`src/rtl/activation_pkg.sv`:
```
// Shared types and default widths for the activation-unit protocol initiator.
package activation_pkg;

    localparam int ARGW = 16;
    localparam int RESW = 8;
    localparam int ERRW = 16;
    localparam int FBKW = 16;

    typedef enum logic [2:0] {
        IDLE,
        ARG,
        RES,
        DST,
        DLT,
        ERR,
        FBK,
        GRD
    } state_t;

endpackage

```
`src/rtl/activation_timeout.sv`:
```
// Saturating wait-cycle counter: clr restarts it, en advances it, expire flags the last cycle.
// Only built when ACTIVATION_MASTER_TIMEOUT_EN is defined.
`ifdef ACTIVATION_MASTER_TIMEOUT_EN
module activation_timeout #(
    parameter int TIMEOUT = 255
) (
    input  logic clk,
    input  logic rst,
    input  logic clr_i,
    input  logic en_i,
    output logic expire_o
);

    localparam int CW = (TIMEOUT > 1) ? $clog2(TIMEOUT) : 1;
    localparam logic [CW-1:0] LAST = CW'(TIMEOUT - 1);

    logic [CW-1:0] count_q, count_d;

    always_comb begin
        count_d = count_q;
        if (clr_i) begin
            count_d = '0;
        end else if (en_i && (count_q != LAST)) begin
            count_d = count_q + 1'b1;
        end
    end

    always_ff @(posedge clk or negedge rst) begin
        if (!rst) begin
            count_q <= '0;
        end else begin
            count_q <= count_d;
        end
    end

    // Count N-1 is the N-th cycle spent waiting in the current state.
    assign expire_o = en_i && (count_q == LAST);

endmodule
`endif

```
`src/rtl/activation_master.sv`:
```
// Activation-unit initiator: forward pass arg/res, optional training pass err/fbk.
// Optional wait-cycle abort enabled by macro ACTIVATION_MASTER_TIMEOUT_EN.
module activation_master
    import activation_pkg::*;
#(
    parameter int ARGW = activation_pkg::ARGW,
    parameter int RESW = activation_pkg::RESW,
    parameter int ERRW = activation_pkg::ERRW,
    parameter int FBKW = activation_pkg::FBKW
`ifdef ACTIVATION_MASTER_TIMEOUT_EN
    ,
    parameter int TIMEOUT = 255
`endif
) (
    input  logic            clk,
    input  logic            rst,
    input  logic            en,
    input  logic [ARGW-1:0] src_data,
    input  logic            src_valid,
    output logic            src_ready,
    output logic [RESW-1:0] dst_data,
    output logic            dst_valid,
    input  logic            dst_ready,
    input  logic [ERRW-1:0] dlt_data,
    input  logic            dlt_valid,
    output logic            dlt_ready,
    output logic [FBKW-1:0] grd_data,
    output logic            grd_valid,
    input  logic            grd_ready,
    output logic [ARGW-1:0] arg_data,
    output logic            arg_valid,
    input  logic            arg_ready,
    input  logic [RESW-1:0] res_data,
    input  logic            res_valid,
    output logic            res_ready,
    output logic [ERRW-1:0] err_data,
    output logic            err_valid,
    input  logic            err_ready,
    input  logic [FBKW-1:0] fbk_data,
    input  logic            fbk_valid,
    output logic            fbk_ready,
    output logic            act_en
`ifdef ACTIVATION_MASTER_TIMEOUT_EN
    ,
    output logic            timeout
`endif
);

    state_t          state_q, state_d;
    logic            en_q, en_d;
    logic [ARGW-1:0] arg_q, arg_d;
    logic [RESW-1:0] res_q, res_d;
    logic [ERRW-1:0] err_q, err_d;
    logic [FBKW-1:0] fbk_q, fbk_d;

`ifdef ACTIVATION_MASTER_TIMEOUT_EN
    logic timed_state;
    logic expire;
    logic abort;

    assign timed_state = (state_q == ARG) || (state_q == RES) ||
                         (state_q == ERR) || (state_q == FBK);

    activation_timeout #(
        .TIMEOUT (TIMEOUT)
    ) u_timeout (
        .clk      (clk),
        .rst      (rst),
        .clr_i    (state_d != state_q),
        .en_i     (timed_state),
        .expire_o (expire)
    );

    assign timeout = abort;
`endif

    always_comb begin
        state_d = state_q;
        en_d    = en_q;
        arg_d   = arg_q;
        res_d   = res_q;
        err_d   = err_q;
        fbk_d   = fbk_q;
`ifdef ACTIVATION_MASTER_TIMEOUT_EN
        abort   = 1'b0;
`endif
        case (state_q)
            IDLE: if (src_valid && src_ready) begin
                arg_d   = src_data;
                en_d    = en;
                state_d = ARG;
            end
            ARG: if (arg_valid && arg_ready) state_d = RES;
            RES: if (res_valid && res_ready) begin
                res_d   = res_data;
                state_d = DST;
            end
            DST: if (dst_valid && dst_ready) state_d = en_q ? DLT : IDLE;
            DLT: if (dlt_valid && dlt_ready) begin
                err_d   = dlt_data;
                state_d = ERR;
            end
            ERR: if (err_valid && err_ready) state_d = FBK;
            FBK: if (fbk_valid && fbk_ready) begin
                fbk_d   = fbk_data;
                state_d = GRD;
            end
            GRD: if (grd_valid && grd_ready) state_d = IDLE;
            default: state_d = IDLE;
        endcase
`ifdef ACTIVATION_MASTER_TIMEOUT_EN
        // A handshake landing on the expiry cycle wins; only a stalled state is abandoned.
        if (expire && (state_d == state_q)) begin
            abort   = 1'b1;
            state_d = IDLE;
        end
`endif
    end

    // Handshake outputs are decoded from the next state so they are glitch-free registers.
    always_ff @(posedge clk or negedge rst) begin
        if (!rst) begin
            state_q   <= IDLE;
            en_q      <= 1'b0;
            arg_q     <= '0;
            res_q     <= '0;
            err_q     <= '0;
            fbk_q     <= '0;
            src_ready <= 1'b0;
            arg_valid <= 1'b0;
            res_ready <= 1'b0;
            dst_valid <= 1'b0;
            dlt_ready <= 1'b0;
            err_valid <= 1'b0;
            fbk_ready <= 1'b0;
            grd_valid <= 1'b0;
        end else begin
            state_q   <= state_d;
            en_q      <= en_d;
            arg_q     <= arg_d;
            res_q     <= res_d;
            err_q     <= err_d;
            fbk_q     <= fbk_d;
            src_ready <= (state_d == IDLE);
            arg_valid <= (state_d == ARG);
            res_ready <= (state_d == RES);
            dst_valid <= (state_d == DST);
            dlt_ready <= (state_d == DLT);
            err_valid <= (state_d == ERR);
            fbk_ready <= (state_d == FBK);
            grd_valid <= (state_d == GRD);
        end
    end

    assign arg_data = arg_q;
    assign dst_data = res_q;
    assign err_data = err_q;
    assign grd_data = fbk_q;
    assign act_en   = en_q;

endmodule

```
`config.mk`:
```
export PLATFORM = sky130hd
export DESIGN_NAME = activation_master
export DESIGN_NICKNAME = d
export VERILOG_FILES = /design/src/rtl/activation_pkg.sv /design/src/rtl/activation_timeout.sv /design/src/rtl/activation_master.sv
export SDC_FILE = /design/constraint.sdc
export NUM_CORES = 1
export LEC_CHECK = 0
export CAP_MARGIN = 20
export CORE_MARGIN = 8
export CORE_UTILIZATION = 38
export CTS_CLUSTER_DIAMETER = 40
export DETAILED_ROUTE_END_ITERATION = 12
export PLACE_DENSITY = 0.84
export SLEW_MARGIN = 15
export SYNTH_ARGS = -nofsm -noshare
export SYNTH_HDL_FRONTEND = slang
export SYNTH_HIERARCHICAL = 1
export SYNTH_SLANG_ARGS = --single-unit
```
`constraint.sdc`:
```
create_clock -name clk -period 3.4 [get_ports clk]
set_clock_uncertainty 0.2 [all_clocks]
set_input_delay 0.68 -clock clk [delete_from_list [all_inputs] [get_ports clk]]
set_output_delay 0.68 -clock clk [all_outputs]
set_load 0.005 [all_outputs]
```
==> impl_metrics.py <==
metrics = {
    "run_status": {
        "status": "complete, no violations",
    },
    "route": {
        "drc_errors": 0,
        "drtIter0Drc": 26,
        "postRouteAntennaNets": 0,
        "drtPass1Iterations": 4,
        "vias_per_cell": 4.834,
        "dr_total_vias": 1890,
        "finalWirelength_um": 6837,
        "wl_per_cell_um": 17.49,
    },
    "pwr": {
        "pwr_density_cell_nw_per_um2": 668.8,
        "total_power_w": 0.002847,
        "peakVddDrop_uv": 353.0,
        "p_leak_nw": 1.922,
    },
    "worst_setup_path": {
        "crit_type": "in -> reg",
        "critical_path.max_fanout": 18,
        "r2r_setup_slack_ns": 1.05,
        "arrival_ns": 2.65,
        "worstPathRequired_ns": 3.47,
        "start_kind": "primary input",
        "cp-end-kind": "flip-flop",
    },
    "die": {
        "rows": 30,
        "die-area_um2": 9772,
        "initial_utilization": 0.3883,
        "io_pins": 132,
        "dieWidth_um": 98.86,
        "die_h_um": 98.86,
        "core-area_um2": 6719,
    },
    "synthesis": {
        "syn-instance-count": 167,
        "syn_area_um2": 2609,
        "synth_seq_cells": 68,
        "ys.flop_type": "dfrtp_1",
        "ys_seq_area_frac": 0.6523,
        "yosys_warnings": 6,
        "synth_edf_count": 0,
        "synth.avg_cell_area_um2": 15.62,
        "synthDistinctLibCells": 24,
        "async_flop_share": 1.000,
        "synthesis.nets": 234,
    },
    "cells_and_area": {
        "final_common_cell": "clkdlybuf4s50_1",
        "drive_gt1_frac": 0.2765,
        "syn_to_final_growth_pct": 63.17,
        "final_net_count": 373,
        "fillers": 522,
        "finalInstanceArea_um2": 4257,
        "mostFrequentLayoutCells": "130 x clkdlybuf4s50_1, 68 x dfrtp_1, 57 x mux2_2, 11 x clkbuf_8, 6 x nand2_1",
        "fin_util": 0.6335,
        "diodes": 0,
    },
    "timing": {
        "finalCritPeriodShare": 0.7591,
        "drv_slew": 0,
        "whs_ns": 0.08097,
        "tns_ns": 0,
        "min_period_ns": 2.581,
        "finalHoldViolations": 0,
        "worst_pin_slew_ns": 0.4354,
        "relSlewSlack": 0.7098,
        "max_freq_mhz": 387.5,
        "setup_viol": 0,
        "rsz0062_at_grt": "false",
    },
    "global_routing": {
        "antenna_found_initial": 0,
        "grt_pass1_vias": 2105,
        "track_usage": 0.1435,
        "grt_pass1_wl_um": 10900,
        "grt_max_degree": 29,
        "overflow": 0,
    },
    "clock_tree": {
        "clk_pin_slew_worst_paths_ns": 0.07,
        "clockBufferDepth": 2,
        "clock_sinks": 68,
        "postCtsSetupBuffers": 0,
        "clk_latency_ns": 0.33,
        "cts_hold_buffers": 0,
        "ctsResizeCount": 0,
        "ctsHtreeMaxLevel": 3,
        "cts_root_buf": "clkbuf_8",
        "cts_made_buffers": 9,
        "cts_tree": "built",
    },
    "placement": {
        "port_buffers": 131,
        "dp_hpwl_um": 5282,
        "placed_area_um2": 4006,
        "gp_congestion": 0.7652,
    },
    "min_path": {
        "hp-class": "in -> async",
    },
    "job": {
        "maxCapViolCount": 0,
    },
}
[report_power, final]
group	leakage, nW	switching, W	internal, W
Clock	0.127	0.000284	0.000527
Combinational	0.899	0.000282	0.000606
Sequential	0.897	0.000127	0.00102
[synthesized netlist by cell type, types with 2 or more instances]
master | count | area [µm²]
nor3b_2 | 2 | 25.02
nor2_1 | 3 | 11.26
nand2_1 | 6 | 22.52
nand3_1 | 2 | 10.01
buf_4 | 2 | 15.01
nand4_1 | 2 | 12.51
clkbuf_1 | 4 | 15.01
nor3_1 | 2 | 10.01
or2_2 | 3 | 18.77
dfrtp_1 | 68 | 1702
or4_1 | 2 | 15.01
mux2_2 | 57 | 641.9
a21oi_1 | 3 | 15.01
[worst max-delay path, cell delays in order]
cell             delay [ns]
clkdlybuf4s50_1        0.41
and4_4                 0.27
or4_1                  0.53
or4_1                  0.51
and3b_1                0.24
[registers in the layout, indices dropped and copies added (netlist names), 3 cells and up]
signal,flops
dst_data,8
err_data,16
arg_data,16
grd_data,16
state_q,3
[metal layers]
layer	share of wire	GRT usage	routed length, µm	up-vias
met2	0.48	0.2360	3310	82
met5	0	0	0	-
met4	0.012	0.05667	79	0
met3	0.098	0.06624	667	8
met1	0.41	0.1572	2780	933
li1	-	-	-	867
[path summary, 6_finish.rpt]
check,start,end,cells past startpoint
setup / recovery,dlt_valid,fbk_ready,5
hold / removal,rst,arg_data[4],1
setup reg to reg,state_q[1],fbk_ready,5
hold reg to reg,grd_data[10],grd_data[10],1
max in group asynchronous,rst,grd_data[14],2
min in group clk,grd_data[10],grd_data[10],1
[per-stage QoR]
stage	setup slack, ns	cells
after floorplan	0.9520	167
after global placement	0.5026	375
after detailed placement	0.4854	375
after CTS	0.8276	391
after global routing	0.7364	391
final	0.8191	391
[final cells by class]
| class | instances | area (µm²) | area share |
|---|---|---|---|
| repair buffers | 136 | 1344 | 0.3157 |
| flip-flops and latches | 68 | 1702 | 0.3998 |
| clock buffers | 12 | 155.1 | 0.03645 |
| multi-input cells | 91 | 860.8 | 0.2022 |
| clock inverters | 4 | 95.09 | 0.02234 |
| well taps | 80 | 100.1 | 0.02352 |
[logic make-up after synthesis]
logic type | Yosys count | synth area share
mux | 57 | 0.2460
flops | 68 | 0.6523
buf+inv | 8 | 0.01774
simple gates | 29 | 0.07242
compound gates | 5 | 0.01151
(Power assumes the default switching activity.)
